$ cat src/rtl/bcd_serial_adder_if.sv
// Handshake and operand/result bundle for the digit-serial BCD adder.
// The master drives the request and operands; the slave returns status and result.
interface bcd_serial_adder_if #(
    parameter int NDIG = 4
);
    logic                start;
    logic [4*NDIG-1:0]   a;
    logic [4*NDIG-1:0]   b;
    logic                cin;
    logic                busy;
    logic                done;
    logic [4*NDIG-1:0]   sum;
    logic                cout;
    logic                invalid;

    modport master (
        output start, a, b, cin,
        input  busy, done, sum, cout, invalid
    );

    modport slave (
        input  start, a, b, cin,
        output busy, done, sum, cout, invalid
    );
endinterface

$ cat src/rtl/bcd_serial_adder.sv
// Digit-serial packed-BCD adder: one decimal_adder is reused for every digit,
// LSB digit first, with the decimal carry held in a register between cycles.
module decimal_adder (
    input  logic [3:0] a,
    input  logic [3:0] b,
    input  logic       cin,
    output logic [3:0] s,
    output logic       cout
);
    logic [4:0] raw;

    // Raw binary sums above 9 are corrected by +6 to skip the unused codes.
    always_comb begin
        raw  = {1'b0, a} + {1'b0, b} + {4'b0000, cin};
        cout = (raw > 5'd9);
        s    = cout ? (raw[3:0] + 4'd6) : raw[3:0];
    end
endmodule

module bcd_serial_adder #(
    parameter int NDIG = 4
) (
    input  logic                clk,
    input  logic                rst,
    bcd_serial_adder_if.slave   bus
);
    localparam int W  = 4 * NDIG;
    localparam int IW = (NDIG > 1) ? $clog2(NDIG) : 1;

    typedef enum logic [1:0] {
        IDLE,
        ADD,
        FIN
    } state_t;

    state_t          state_reg;
    logic [W-1:0]    a_reg;
    logic [W-1:0]    b_reg;
    logic            carry_reg;
    logic [IW-1:0]   idx_reg;

    logic [2*NDIG-1:0] nibble_bad;
    logic              any_bad;
    logic [3:0]        dig_a;
    logic [3:0]        dig_b;
    logic [3:0]        dig_s;
    logic              dig_c;

    // Operand validity is judged on the live inputs at the moment start is taken.
    generate
        for (genvar gi = 0; gi < NDIG; gi++) begin : g_chk
            assign nibble_bad[2*gi]   = (bus.a[4*gi +: 4] > 4'd9);
            assign nibble_bad[2*gi+1] = (bus.b[4*gi +: 4] > 4'd9);
        end
    endgenerate

    assign any_bad = |nibble_bad;
    assign dig_a   = a_reg[{idx_reg, 2'b00} +: 4];
    assign dig_b   = b_reg[{idx_reg, 2'b00} +: 4];

    decimal_adder u_digit (
        .a    (dig_a),
        .b    (dig_b),
        .cin  (carry_reg),
        .s    (dig_s),
        .cout (dig_c)
    );

    always_ff @(posedge clk or posedge rst) begin
        if (rst) begin
            state_reg   <= IDLE;
            a_reg       <= '0;
            b_reg       <= '0;
            carry_reg   <= 1'b0;
            idx_reg     <= '0;
            bus.busy    <= 1'b0;
            bus.done    <= 1'b0;
            bus.sum     <= '0;
            bus.cout    <= 1'b0;
            bus.invalid <= 1'b0;
        end else begin
            bus.done <= 1'b0;
            case (state_reg)
                IDLE: begin
                    if (bus.start) begin
                        a_reg       <= bus.a;
                        b_reg       <= bus.b;
                        carry_reg   <= bus.cin;
                        idx_reg     <= '0;
                        bus.sum     <= '0;
                        bus.cout    <= 1'b0;
                        bus.invalid <= any_bad;
                        if (any_bad) begin
                            state_reg <= FIN;
                            bus.busy  <= 1'b0;
                        end else begin
                            state_reg <= ADD;
                            bus.busy  <= 1'b1;
                        end
                    end
                end
                ADD: begin
                    bus.sum[{idx_reg, 2'b00} +: 4] <= dig_s;
                    carry_reg <= dig_c;
                    // The index parks on the top digit rather than wrapping.
                    if (idx_reg == IW'(NDIG - 1)) begin
                        state_reg <= FIN;
                        bus.busy  <= 1'b0;
                    end else begin
                        idx_reg <= idx_reg + 1'b1;
                    end
                end
                FIN: begin
                    bus.done  <= 1'b1;
                    bus.cout  <= carry_reg & ~bus.invalid;
                    state_reg <= IDLE;
                end
                default: begin
                    state_reg <= IDLE;
                    bus.busy  <= 1'b0;
                end
            endcase
        end
    end
endmodule

$ cat src/flat_wrapper.sv
// flat-port wrapper written by rule: the top's interface ports become plain ports
module bcd_serial_adder_flat 
#(
    parameter int NDIG = 4
)
  (clk, rst, bus_start, bus_a, bus_b, bus_cin, bus_busy, bus_done, bus_sum, bus_cout, bus_invalid);
  bcd_serial_adder_if #(.NDIG(NDIG)) bus_i ();
  input  logic clk;
  input  logic rst;
  input wire logic [$bits(bus_i.start)-1:0] bus_start;
  input wire logic [$bits(bus_i.a)-1:0] bus_a;
  input wire logic [$bits(bus_i.b)-1:0] bus_b;
  input wire logic [$bits(bus_i.cin)-1:0] bus_cin;
  output wire logic [$bits(bus_i.busy)-1:0] bus_busy;
  output wire logic [$bits(bus_i.done)-1:0] bus_done;
  output wire logic [$bits(bus_i.sum)-1:0] bus_sum;
  output wire logic [$bits(bus_i.cout)-1:0] bus_cout;
  output wire logic [$bits(bus_i.invalid)-1:0] bus_invalid;
  assign bus_i.start = bus_start;
  assign bus_i.a = bus_a;
  assign bus_i.b = bus_b;
  assign bus_i.cin = bus_cin;
  assign bus_busy = bus_i.busy;
  assign bus_done = bus_i.done;
  assign bus_sum = bus_i.sum;
  assign bus_cout = bus_i.cout;
  assign bus_invalid = bus_i.invalid;
  bcd_serial_adder #(.NDIG(NDIG)) u_core (.clk(clk), .rst(rst), .bus(bus_i));
endmodule
$ cat config.mk
export PLATFORM = sky130hd
export DESIGN_NAME = bcd_serial_adder_flat
export DESIGN_NICKNAME = d
export VERILOG_FILES = /design/src/rtl/bcd_serial_adder_if.sv /design/src/rtl/bcd_serial_adder.sv /design/src/flat_wrapper.sv
export SDC_FILE = /design/constraint.sdc
export NUM_CORES = 1
export LEC_CHECK = 0
export CAP_MARGIN = 20
export CORE_MARGIN = 10
export CORE_UTILIZATION = 40
export CTS_CLUSTER_SIZE = 16
export DETAILED_ROUTE_END_ITERATION = 10
export HOLD_SLACK_MARGIN = 0.03
export PLACE_DENSITY = 0.65
export SYNTH_ARGS = -nofsm -noshare
export SYNTH_HDL_FRONTEND = slang
export SYNTH_SLANG_ARGS = --single-unit
$ cat constraint.sdc
create_clock -name clk -period 3.5 [get_ports clk]
set_input_delay 0.7 -clock clk [delete_from_list [all_inputs] [get_ports clk]]
set_output_delay 0.7 -clock clk [all_outputs]
set_load 0.02 [all_outputs]
==> results.md, run 1 <==
Outcome:
- The flow ran to the end, and the final reports show no timing, DRC or antenna violations.

Clocking:
- Buffers inserted during clock tree synthesis total 9.
- The total number of H-tree levels is 3.
- The root buffer cell chosen for the clock tree is clkbuf_8.
- The clock tree from TritonCTS is done.
- The worst-skew pair later-pin latency is 340 ps.
- Counting along the longest clock path gives a buffer depth of 2.
- Clock-pin slew was measured on the worst setup and hold paths at about 60 ps.
- The number of clock sinks seen by CTS is between 50 and 60.
- The cts-stage hold buffer count is 0.

Yosys:
- The cell area that synthesis handed to floorplanning was between 2000 and 3000 sq um.
- The share of flip-flops with an asynchronous set or reset is 100.0%.
- Yosys instantiated no cell more often than dfrtp_1.
- The biggest area consumer among synthesized cells is dfrtp_1.
- The per-instance average area after synthesis is 11.97 sq um.
- By area the synthesized netlist is led by dfrtp_1 (51%), mux2_2 (13%), mux4_2 (6.4%), o21ai_0 (5.7%), nand2_1 (3.6%).
- The post-synthesis net count is 280.
- The synthesized design contains 0 enable-type register cells.
- During synthesis, Yosys emitted a total of 0 warnings.
- The proportion of synthesized chip area in sequential cells is a little over 50%.
- Yosys mapped the design onto 40 distinct sky130hd cell types.
- Of the post-synthesis cell area, the dominant cell type holds about half.
- Sorting the synthesized cells by how often they occur yields dfrtp_1 (57), mux2_2 (32), o21ai_0 (32).
- The flop and latch count out of synthesis is 57.
- The most used flip-flop cell after synthesis is dfrtp_1.
- The post-synthesis cell count is around 230.

Detailed routing:
- After the first detailed-routing iteration, the DRC count stood at between 50 and 60.
- The count of nets left with antenna violations once routing finished came out at 0.
- The via count of the routed design is 2,081.
- The count of unresolved DRC violations after routing is 0.
- The first detailed-routing pass took 4 iterations.
- The total wirelength of the detailed-routed design is about 6.5 mm.
- The average wire length per cell after detail routing is ~16 microns.
- The via-per-instance ratio is between 5 and 6.

Die:
- The placeable core area is 6794 sq um.
- The boundary pin count is 56.
- The die covers about 11,000 sq um.
- The die outline width is 103.7 microns.
- The die height is 103.7 microns.
- The number of rows in the core area is 30.
- Once the floorplan was initialized, standard cells occupied ~41% of the core.

Timing:
- The final critical-path required period is about 3300 ps.
- Setup repair after global routing left no endpoint under its margin.
- The final-report max-slew violation count is 0.
- Setup total negative slack on the finished layout was measured at 0 ps.
- Setup slack on the critical path of the routed design comes to 202.8 ps.
- The fmax is around 300 MHz.
- The count of endpoints failing hold in the final timing report came to 0.
- The portion of the clock cycle consumed by the worst path in the final layout is 94.21%.
- The measured slew at the worst slew-check pin is slightly below 500 ps.
- The hold slack is 476.6 ps.
- Setup violations remaining at the end of the flow were counted as 0.
- The clock arrives with between 8 and 9 ps of skew.
- Headroom to the max-slew limit came out at 67.60%.

Power:
- Summed over all nets, the switching power comes to between 600 and 700 uW.
- For this design the static power due to leakage is ~1.5 nW.
- In this run switching power makes up between 30% and 40% of total power.
- The power density over the cells is between 600 and 700 nW/um^2.
- Total power for the finished layout comes to approximately 2.3 mW.
- Per report_power, the clock group accounts for 34.3% of the total.
- The largest vdd supply drop is 0.0002734 V.
- The share of total power dissipated in sequential elements is between 30% and 40%.
- Cell internal power was estimated by the tool at roughly 1.6 mW.
- Combinational logic is responsible for between 30% and 40% of the overall power.

Layout:
- The fraction of layout instances using a drive strength above 1 is 24.84%.
- The area of all placed cells without fillers is 3765 sq um.
- 0 antenna diodes ended up in the layout.
- The utilization after layout is between 50% and 60%.
- The area growth from synthesis to layout is 34.45%.
- The net count reported at finish is roughly 350.
- The post-layout instance count excluding filler cells is between 400 and 500.

Placed design:
- The count of buffers added on input and output ports is 55.
- In this run the cell area measured after placement is about 3500 sq um.
- The post-place setup slack is 60.79 ps.
- The global placement routability congestion is around 0.85.
- The number of cells after detailed placement is approximately 390.
- The HPWL after detailed placement is 5.120 mm.

Worst setup path:
- The startpoint kind of the worst setup timing path is a register.
- The number of cells on the worst reg-to-reg path is 9.
- The capturing element type of the critical path is a register.
- The startpoint identified for the worst register-to-register timing path is u_core.idx_reg[0].
- The required time of the worst setup path is 3710 ps.
- The worst reg-to-reg setup slack is roughly 200 ps.
- In this run the critical register-to-register path is captured at u_core.bus.sum[2].
- By startpoint and endpoint, the worst setup path is classified as reg -> reg.
- Along the worst path, the maximum fanout reaches 6.
- At the worst endpoint, the arrival time is approximately 3500 ps.

Global route:
- The largest net degree at the start of global routing is 34.
- Global routing used between 10 and 15% of the available tracks across all layers.
- The initial antenna violation count came to 0.
- The sum of overflow across all layers after global routing is 0.
- The number of global-route vias before repair is approximately 2,300.
- The wire length of the first global-routing pass is around 11 mm.

Min path:
- The worst hold path passes through 2 cells.
- The worst hold path begins at u_core.bus.sum[1].
- For hold timing, the worst endpoint is u_core.bus.sum[1].
- The path class of the tightest hold or removal check is reg -> reg.

Job:
- Across the run, the number of max-cap violations was 0.
==> worst max-delay path: stages, from the launching register on <==
cell      delay, ps
dfrtp_2         410
mux4_2          530
fa_2            400
fa_1            600
inv_1            90
ha_1            220
nor2b_1         170
o311a_2         420
a211oi_4        210
o21ai_0         130
==> what timing repair did <==
action / in CTS / in global routing
resized for setup: 1 / 2
endpoints found under the hold margin: 0 / 0
pin swaps: 0 / 0
setup buffers: 0 / 0
setup endpoints to repair: 1 / 4
==> power groups by stage <==
| stage | combinational (mW) | sequential [mW] | clock [mW] |
|---|---|---|---|
| finish | 0.740 | 0.783 | 0.796 |
| global route | 0.824 | 0.793 | 0.838 |
| CTS | 0.749 | 0.783 | 0.809 |
| detailed placement | 0.706 | 0.796 | 0 |
| global placement | 0.701 | 0.790 | 0 |
| floorplan | 0.510 | 0.782 | 0 |
==> area by class of cell <==
cell class / count / area (sq um)
inverters: 8 / 30.03
flip-flops and latches: 57 / 1428
clock buffers: 12 / 165.2
fillers: 592 / 3029
repair buffers: 63 / 610.6
multi-input cells: 162 / 1314
clock inverters: 4 / 97.59
well taps: 96 / 120.1
==> routing by layer <==
metal / global-route usage [%] / share of wire [%]
met3: 5.143 / 6.2
met4: 5.368 / 1.9
met5: 0 / 0
met2: 19.59 / 46
met1: 15.35 / 46
==> kinds of logic (layout without fill, tap and decap cells) <==
| kind of cell | Yosys count | count (layout) | share of synthesized area (%) |
|---|---|---|---|
| AOI/OAI and AO/OA | 52 | 52 | 11.98 |
| xor gates and xnor gates | 1 | 1 | 0.3128 |
| adders and majority gates | 10 | 10 | 5.005 |
| buffers and inverters | 15 | 87 | 2.502 |
| DFF | 57 | 57 | 50.94 |
| muxes | 41 | 41 | 19.66 |
| and+or+nand+nor | 58 | 58 | 9.607 |
==> cell usage in the layout (no fill, tap or decap), types with 2 or more instances in the layout <==
| cell type | count |
|---|---|
| a21o_1 | 4 |
| nand4_1 | 2 |
| mux4_2 | 8 |
| o21bai_1 | 2 |
| nand2_1 | 27 |
| ha_1 | 8 |
| or3_1 | 2 |
| nor3_1 | 2 |
| clkdlybuf4s50_1 | 55 |
| o21ai_0 | 32 |
| dfrtp_1 | 56 |
| a21oi_1 | 2 |
| buf_4 | 8 |
| clkbuf_8 | 12 |
| nor2_1 | 11 |
| inv_1 | 7 |
| nor3b_1 | 2 |
| mux2_2 | 32 |
| nand3_1 | 5 |
| bufinv_16 | 3 |
==> worst max-delay path by stage <==
| stage | start | end | slack, ps | cells after the start |
|---|---|---|---|---|
| after floorplan | u_core.idx_reg[0] | u_core.bus.sum[14] | 9 | 11 |
| final | u_core.idx_reg[0] | u_core.bus.sum[2] | 200 | 9 |
| after global routing | u_core.idx_reg[0] | u_core.bus.sum[14] | 50 | 10 |
| after CTS | u_core.idx_reg[0] | u_core.bus.sum[2] | 40 | 9 |
| after detailed placement | u_core.idx_reg[0] | u_core.bus.sum[2] | 60 | 9 |
| after global placement | u_core.idx_reg[0] | u_core.bus.sum[2] | 150 | 10 |
Note: power is estimated with default switching activity, not from simulation.
==> run 2: changes to the inputs <==
- CAP_MARGIN: 20 -> unset
- CTS_CLUSTER_DIAMETER: unset -> 120
- SLEW_MARGIN: unset -> 20
==> results of run 2 <==
The final DEF is identical to that of run 1; final timing and power are the same.
==> run 3: changes to the inputs <==
- CTS_CLUSTER_SIZE: 16 -> 8
==> results of run 3 <==
The final DEF is identical to that of run 1; final timing and power are the same.
